[src/rtl/tl_c_scope_capture.sv]
// rtl/tl_c_scope_capture.sv - TileLink channel-C scope: circular trace capture, opcode trigger, oldest-first drain
// Optional per-record cycle timestamp: define TL_C_SCOPE_TIMESTAMP_EN.
module tl_c_scope_capture #(
    parameter int ADDR_W   = 32,
    parameter int DATA_W   = 32,
    parameter int SOURCE_W = 3,
    parameter int SIZE_W   = 4,
    parameter int DEPTH    = 16,
`ifdef TL_C_SCOPE_TIMESTAMP_EN
    parameter int TS_W     = 16,
    localparam int TSX     = TS_W,
`else
    localparam int TSX     = 0,
`endif
    localparam int AW      = $clog2(DEPTH),
    localparam int REC_W   = 7 + SIZE_W + SOURCE_W + ADDR_W + DATA_W + TSX
) (
    input  logic                clock,
    input  logic                reset,
    input  logic                c_valid,
    input  logic                c_ready,
    input  logic [2:0]          c_opcode,
    input  logic [2:0]          c_param,
    input  logic [SIZE_W-1:0]   c_size,
    input  logic [SOURCE_W-1:0] c_source,
    input  logic [ADDR_W-1:0]   c_address,
    input  logic [DATA_W-1:0]   c_data,
    input  logic                c_corrupt,
    input  logic                arm,
    input  logic                disarm,
    input  logic [2:0]          trig_opcode,
    input  logic [2:0]          trig_mask,
    input  logic [AW-1:0]       post_count,
    output logic [1:0]          state,
    output logic                triggered,
    output logic                wrapped,
    output logic [AW:0]         level,
    output logic                rd_valid,
    input  logic                rd_ready,
    output logic [REC_W-1:0]    rd_data
);
    typedef enum logic [1:0] {
        S_IDLE  = 2'd0,
        S_ARMED = 2'd1,
        S_POST  = 2'd2,
        S_DONE  = 2'd3
    } state_t;

    localparam logic [AW:0] FULL = (AW+1)'(DEPTH);

    state_t           st;
    logic [REC_W-1:0] mem [DEPTH];
    logic [AW-1:0]    wr_ptr;
    logic [AW-1:0]    rd_ptr;
    logic [AW-1:0]    remain;
    logic [REC_W-1:0] rec;
    logic             fire;
    logic             hit;
    logic             capturing;
    logic             wr_en;
    logic             pop;

    assign fire      = c_valid & c_ready;
    assign hit       = fire & (((c_opcode ^ trig_opcode) & trig_mask) == 3'd0);
    assign capturing = (st == S_ARMED) || (st == S_POST);
    assign wr_en     = fire & capturing & ~disarm & ~reset;

    // Oldest entry sits level slots behind the write pointer; a full buffer wraps to wr_ptr itself.
    assign rd_ptr    = wr_ptr - level[AW-1:0];
    assign rd_valid  = (st == S_DONE) && (level != '0);
    assign pop       = rd_valid & rd_ready;
    assign rd_data   = rd_valid ? mem[rd_ptr] : '0;
    assign triggered = (st == S_ARMED) & hit & ~disarm & ~reset;
    assign state     = st;

`ifdef TL_C_SCOPE_TIMESTAMP_EN
    logic [TS_W-1:0] ts;

    always_ff @(posedge clock) begin
        if (reset) ts <= '0;
        else       ts <= ts + TS_W'(1);
    end

    assign rec = {c_opcode, c_param, c_size, c_source, c_address, c_data, c_corrupt, ts};
`else
    assign rec = {c_opcode, c_param, c_size, c_source, c_address, c_data, c_corrupt};
`endif

    always_ff @(posedge clock) begin
        if (wr_en) mem[wr_ptr] <= rec;
    end

    always_ff @(posedge clock) begin
        if (reset) begin
            st      <= S_IDLE;
            level   <= '0;
            wrapped <= 1'b0;
            wr_ptr  <= '0;
            remain  <= '0;
        end else if (disarm) begin
            st      <= S_IDLE;
            level   <= '0;
            wrapped <= 1'b0;
        end else begin
            case (st)
                S_IDLE: begin
                    if (arm) begin
                        st      <= S_ARMED;
                        level   <= '0;
                        wrapped <= 1'b0;
                        wr_ptr  <= '0;
                        remain  <= '0;
                    end
                end
                S_ARMED, S_POST: begin
                    if (fire) begin
                        wr_ptr <= wr_ptr + AW'(1);
                        if (level == FULL) wrapped <= 1'b1;
                        else               level   <= level + (AW+1)'(1);
                        if (st == S_ARMED) begin
                            if (hit) begin
                                if (post_count == '0) begin
                                    st <= S_DONE;
                                end else begin
                                    st     <= S_POST;
                                    remain <= post_count;
                                end
                            end
                        end else begin
                            remain <= remain - AW'(1);
                            if (remain == AW'(1)) st <= S_DONE;
                        end
                    end
                end
                S_DONE: begin
                    if (pop) begin
                        level <= level - (AW+1)'(1);
                        if (level == (AW+1)'(1)) st <= S_IDLE;
                    end
                end
                default: st <= S_IDLE;
            endcase
        end
    end
endmodule

[config.mk]
export PLATFORM = sky130hd
export DESIGN_NAME = tl_c_scope_capture
export DESIGN_NICKNAME = d
export VERILOG_FILES = /design/src/rtl/tl_c_scope_capture.sv
export SDC_FILE = /design/constraint.sdc
export NUM_CORES = 1
export LEC_CHECK = 0
export CORE_MARGIN = 4
export CORE_UTILIZATION = 30
export CTS_CLUSTER_DIAMETER = 60
export DETAILED_ROUTE_END_ITERATION = 12
export PLACE_DENSITY = 0.51
export SETUP_SLACK_MARGIN = 0.02
export SLEW_MARGIN = 10
export SYNTH_ARGS = -nofsm -noshare
export SYNTH_HDL_FRONTEND = slang
export SYNTH_SLANG_ARGS = --single-unit
[constraint.sdc]
create_clock -name clock -period 9.6 [get_ports clock]
set_input_delay 2.88 -clock clock [delete_from_list [all_inputs] [get_ports clock]]
set_output_delay 2.88 -clock clock [all_outputs]
set_load 0.01 [all_outputs]
# Word level (Yosys, flattened, before mapping)
# Memories as Yosys holds them, arrays and structs flattened.
# Index checks and enable logic that the tools add are counted.
[op_classes]
addsub = 5
n_eq_ne = 15
muxes = 29
bitwise = 13
reduce_logical = 14
[op_table]
columns = ["op", "n"]
rows = [
  ["78-bit two-way mux", 1],
  ["4-bit two-way mux", 6],
  ["5-bit two-way mux", 4],
  ["4-bit one-hot mux with 2 select lines", 2],
  ["5-bit one-hot mux with 3 select lines", 1],
  ["2-bit two-way mux", 7],
  ["4-bit AND reduction", 3],
  ["6-bit AND reduction", 2],
  ["2-bit inequality test (second input constant)", 5],
  ["1-bit AND", 9],
  ["3-bit inequality test (second input constant)", 3],
  ["1-bit two-way mux", 6],
  ["2-bit one-hot mux with 3 select lines", 1],
  ["5-bit by 1-bit adder with 5-bit output (second input constant)", 1],
  ["5-bit by 1-bit equality test with 1-bit output (second input constant)", 1],
  ["5-bit equality test (second input constant)", 1],
  ["5-bit nonzero test", 1],
  ["5-bit by 1-bit subtractor with 5-bit output (second input constant)", 1],
  ["4-bit by 1-bit adder with 4-bit output (second input constant)", 1],
  ["2-bit equality test (second input constant)", 2],
  ["4-bit by 1-bit equality test with 1-bit output (second input constant)", 1],
  ["4-bit zero test", 1],
  ["2-bit OR reduction", 2],
  ["4-bit by 1-bit subtractor with 4-bit output (second input constant)", 1],
  ["other kinds (12)", 13],
]
[word_totals]
register_bits = 16
mem_bits_rw = 1248
input_bits = 95
out_inout_bits = 88
word_cells = 82
n_memories = 1
[mem_list]
columns = ["memory", "words", "word_bits", "rd", "rd_clocked_by_memory_dff", "write_ports", "line", "source"]
rows = [
  ["mem", 16, 78, 1, 0, 1, "52", "logic [REC_W-1:0] mem [DEPTH];"],
]

# Logic depth before layout (Yosys ltp)
# Gate-level depths: netlist (run 1).
[logic_depth]
ltp_word = 8
mapped_depth = 12
mapped_depth_nobuf = 8

# Worst setup path after synthesis (run 1)
# OpenSTA, ideal clock, no wires.
[synth_timing]
kind = "input to register"
startpoint = "input port reset"
endpoint = "memory mem[0][0] (netlist bit) (enable)"
setup_time_ns = 0.610
arrival_time_ns = 9.047
slack_ns = -0.057
stages = 5
path_cell_list = "or2_2 clkbuf_1 nor3_1 nand2_1 nor3_1"
[synth_via]
elab_chain_cells = 4
[synth_lines]
columns = ["item", "line", "source"]
rows = [
  ["from (decl)", "19", "input logic reset,"],
  ["1-bit inverter", "66", "assign wr_en = fire & capturing & ~disarm & ~reset;"],
  ["1-bit AND", "66", ""],
  ["1-bit two-way mux", "90", "if (wr_en) mem[wr_ptr] <= rec;"],
  ["1-bit two-way mux (implied by the code)", "90", ""],
  ["to (decl)", "52", ""],
]
# Every way passes these cells.

# Worst setup path in the final report (run 1)
[layout_timing]
startpoint = "register level[0]"
endpoint = "output port rd_data[0]"
[layout_via]
elab_chain_cells = 3
elab_cells_between_ends = 5
[layout_lines]
columns = ["item", "line", "source"]
rows = [
  ["from (decl)", "37", "output logic [AW:0] level,"],
  ["from (signal assigned)", "119", "else level <= level + (AW+1)'(1);"],
  ["from (signal assigned)", "137", "level <= level - (AW+1)'(1);"],
  ["4-bit subtractor / 5-bit nonzero test (equally long branches)", "69, 70", ""],
  ["memory read 16 x 78 bit / 1-bit logical AND (equally long branches)", "n/a", ""],
  ["78-bit two-way mux (*)", "72", "assign rd_data = rd_valid ? mem[rd_ptr] : '0;"],
  ["to (decl)", "40", "output logic [REC_W-1:0] rd_data"],
]
# Mark *: on every way between the ends. The rest lies on a longest branch, timed or not.

==> results of run 1 <==
[per-stage QoR]
step	util [%]	cells	hold WS [ns]	area (um^2)	setup WS (ns)
global route	35.97	4740	0.5658	58750	0.8665
CTS	35.97	4739	0.5249	58750	1.013
global placement	33.17	4477	0.4995	54180	1.304
floorplan	-	2207	0.4777	49440	2.034
finish	35.98	4745	0.5371	58770	1.200
detailed placement	33.17	4477	0.5177	54180	1.349
[worst max-delay path: cells and delay by family, from the launching register on]
kind	cells	cell delay, ns
fa+ha+maj	2	1.53
simple gates	1	0.14
buf+inv	3	1.38
compound gates	2	0.67
mux	1	0.40
flops	1	0.56
[cell type report]
cell class | count | share of cell area (%)
clock buffer | 183 | 6.526
timing repair buffer | 237 | 4.314
sequential | 1264 | 64.32
multi-input combinational | 784 | 18.83
inverter | 17 | 0.1086
antenna | 6 | 0.02555
clock inverter | 79 | 1.254
tap | 2175 | 4.631
[kinds of logic (layout without fill, tap and decap cells)]
kind of cell    count (synthesis)  in the layout
flops                        1264           1264
buf+inv                       159            516
simple gates                  162            162
fa+ha+maj                      17             17
xor+xnor                       11             11
compound gates                201            201
mux                           393            393
other cells                     0              6
[layer usage]
layer  vias up  global-route usage [%]  share of wire (%)
li1       9956                       -                  -
met1     12740                   18.43                 41
met5         -                       0              0.065
met4        12                   3.607                1.9
met2       590                   26.22                 52
met3       179                   3.074                4.9
[path summary, 6_finish.rpt]
path	from	endpoint	slack, ns	cells past startpoint
worst max-delay path	level[0]	rd_data[0]	1.20	9
worst min-delay path	remain[3]	remain[3]	0.54	2
worst max register to register	state[0]	mem[15][52]	5.74	7
worst min register to register	remain[3]	remain[3]	0.54	2
[power by group through the flow]
stage	combinational (W)	sequential (W)	clock [W]
detailed placement	0.000704	0.00620	0
finish	0.000691	0.00608	0.00523
CTS	0.000707	0.00608	0.00539
global route	0.000758	0.00608	0.00563
floorplan	0.000479	0.00620	0
global placement	0.000681	0.00620	0
[cell usage after synthesis, types with 3 or more instances]
library cell	instances	area (um^2)
a2111oi_0	58	508.0
a211oi_1	58	435.4
nor2_1	23	86.33
clkbuf_1	67	251.5
or3_1	4	25.02
nor2b_1	81	506.7
edfxtp_1	1248	37480
buf_2	52	260.3
inv_1	17	63.81
nor3_1	8	40.04
a211oi_2	20	250.2
ha_1	16	200.2
a2111oi_2	20	300.3
o21ai_0	5	25.02
nand2b_1	4	25.02
buf_6	11	123.9
mux2i_1	80	800.8
a21oi_1	13	65.06
dfxtp_1	16	320.3
nand3_1	4	20.02
o41ai_1	4	35.03
and3_1	3	18.77
nand2_1	23	86.33
o2111ai_1	3	26.28
mux4_2	312	7027
xnor2_1	3	26.28
buf_4	4	30.03
xor2_1	7	61.31
a22oi_1	4	30.03
buf_1	8	30.03
[state kept, by name, summed over array words and instances (netlist names)]
name / cells
remain: 4
state: 2
mem: 1248
level: 5
wr_ptr: 4
wrapped: 1
==> results.md, run 1 <==
- The flow ran to the end, and the final reports show no timing, DRC or antenna violations.
- In the final layout, flip-flops and latches occupy roughly 38000 um^2.
- In this run the worst path has a maximum fanout of 44.
- The synthesized instance count is about 2200.
- The area of combinational cells with multiple inputs is 11060 um^2.
- Counting every sink on the clock net gives between 1000 and 1500.
- The critical path goes through ha_4 > inv_1 > fa_4 > buf_4 > mux4_2 > nor2b_1 > a2111oi_0 > a211oi_1 > clkdlybuf4s50_1.
- The areal power density over the cells is around 200 nW/um^2.
- Setup violations remaining at the end of the flow were counted as 0.
- Dividing the synthesized area by the synthesized cell count gives roughly 22 um^2.
- The count of buffers from port buffering is between 150 and 200.
- The simple-gate portion of the synthesized area is approximately 1.8%.
- The class of the tightest hold or removal check is reg2reg.
- Summing the areas of all compound-gate instances in the mapped netlist gives under 10% of the synthesized area.
- The longest clock path from root to sink contains 3 buffers.
- Setup total negative slack on the finished layout was measured at 0 ns.
- The most common flop cell mapped by yosys is edfxtp_1.
- The worst setup path is of the reg2out kind.
- The total of cells resized after clock tree synthesis is 0.
- The cell area after technology mapping is about 50000 um^2.
- The top cell types in the final layout, fill and taps aside, are 1248 x edfxtp_1, 312 x mux4_2, 182 x clkdlybuf4s50_1.
- The sequential element share of the synthesized area is about 76%.
- Detailed routing inserted a total of 23470 vias.
- The number of antenna violations at the first check in global routing was 15.
- Routability-driven placement finished with a final weighted congestion of 0.6961.
- The average vias per placed instance is between 4 and 5.
- The width of the die is 413.9 um.
- The arithmetic-cell share of the synthesized area counting full adders, half adders and majority gates is 0.4456%.
- For this design the total switching power over the nets is 0.002594 W.
- Based on the critical path, the design can be clocked at up to 119.1 MHz.
- After the last flow step, the layout net total stands at between 2000 and 3000.
- The final hold violation count is 0.
- The proportion of power drawn by the clock network is between 40% and 50%.
- Data on the critical path arrives at its endpoint at ~5.5 ns.
- Hold repair after CTS inserted 0 buffers.
- The fraction of power spent switching nets is between 20% and 30%.
- The worst-case IR drop observed on VDD is ~180 uV.
- The post-layout minimum cycle time is between 8 and 9 ns.
- For this configuration, the core starts out at a cell density of between 30 and 40%.
- The cell leakage power is about 18 nW.
- The data required time at the worst endpoint is between 6 and 7 ns.
- Relative to the synthesized area, the layout overhead comes to 18.91%.
- The worst setup path is captured at an output port.
- In the final routed layout, each cell accounts on average for around 27 um.
- Post-CTS timing repair inserted 0 buffers for setup.
- In this run, the combinational gates consume under 10% of the power.
- The cell sitting at the root of the clock tree is a clkbuf_16.
- TritonCTS built the clock tree.
- The number of buffers inserted during clock tree synthesis is around 150.
- Dividing the final minimum period by the clock period gives ~90%.
- Detailed placement ended at an HPWL of between 60000 and 70000 um.
- The starting DRC count in detailed routing is 2010.
- Counting flops with a built-in enable in the synthesized netlist gives between 1000 and 1500.
- The height of the die is between 400 and 500 um.
- The global-route wire length before repair is about 180000 um.
- The synthesized netlist net count is ~2300.
- Power comes to around 0.012 W.
- The clock input transition at the sequential cells of the worst setup and hold paths is 0.06 ns.
- The slowest cell on the critical path is fa_4.
- Setup repair after global routing left no endpoint under its margin.
- The later pin in the worst-skew pair is clocked with a latency of just under 0.8 ns.
- The floorplan step defined a die boundary enclosing between 150000 and 200000 um^2.
- The synthesis warning total is 0.
- Across the routed clock network, the largest skew measured is about 0.031 ns.
- Max-cap violations in this run came to 0.
- The total core area is 163300 um^2.
- Summed over all layers, the routed wires come to around 130000 um.
- The cell-internal power is approximately 0.0094 W.
- By area, the combinational part of the netlist is dominated by multiplexers.
- The max-slew violation count is 0.
- Leaving out fill and tap cells, the most frequent cell in the layout is edfxtp_1.
- For the pin with the worst max-slew slack, the measured transition is 1.056 ns.
- Cells with a size suffix above 1 make up between 20% and 30% of the layout.
- The initialized floorplan defines 148 standard-cell rows.
- The share of synthesized area spent on multiplexers is between 15 and 20%.
- The number of global-route vias before repair was around 26000.
- After synthesis the netlist holds a flip-flop and latch count of 1264.
- The worst slew margin relative to its limit is between 20% and 30%.
- Registers are responsible for 50.7% of the overall power.
- The DRC violation count after routing is 0.
- The count of boundary I/O pins is 183.
- The async set-reset flop share out of synthesis is 0%.
- The layout has approximately 15000 filler cells.
- Of the total synthesized cell area, the portion taken by XOR and XNOR cells is less than 1%.
- The count of nets left with antenna violations once routing finished came out at 0.
- The delay of the slowest critical-path stage is about 1.3 ns.
- The number of levels the H-tree was split into is 4.
- The first TritonRoute pass finished after 5 iterations.
- For this run, the total global-route usage over all layers was measured as 14.78%.
- The startpoint class of the critical path is a flop.
- Global routing finished with a remaining overflow of 0.
- After synthesis, the netlist uses 54 different library cells.
- Entering global routing, the biggest net connects 80 pins.
No activity file was read; power rests on OpenSTA's default activity.
==> inputs of run 2 (changes only) <==
--- a/config.mk
+++ b/config.mk
@@ -11,6 +11,7 @@
 export DETAILED_ROUTE_END_ITERATION = 12
 export PLACE_DENSITY = 0.51
 export SETUP_SLACK_MARGIN = 0.02
+export SKIP_LAST_GASP = 1
 export SLEW_MARGIN = 10
 export SYNTH_ARGS = -nofsm -noshare
 export SYNTH_HDL_FRONTEND = slang
==> results of run 2 <==
No change in the layout: final DEF, timing and power equal those of run 1.
==> inputs of run 3 (changes only) <==
--- a/config.mk
+++ b/config.mk
@@ -9,6 +9,7 @@
 export CORE_UTILIZATION = 30
 export CTS_CLUSTER_DIAMETER = 60
 export DETAILED_ROUTE_END_ITERATION = 12
+export GPL_ROUTABILITY_DRIVEN = 0
 export PLACE_DENSITY = 0.51
 export SETUP_SLACK_MARGIN = 0.02
 export SKIP_LAST_GASP = 1
==> results of run 3 <==
No change in the layout: final DEF, timing and power equal those of run 1.
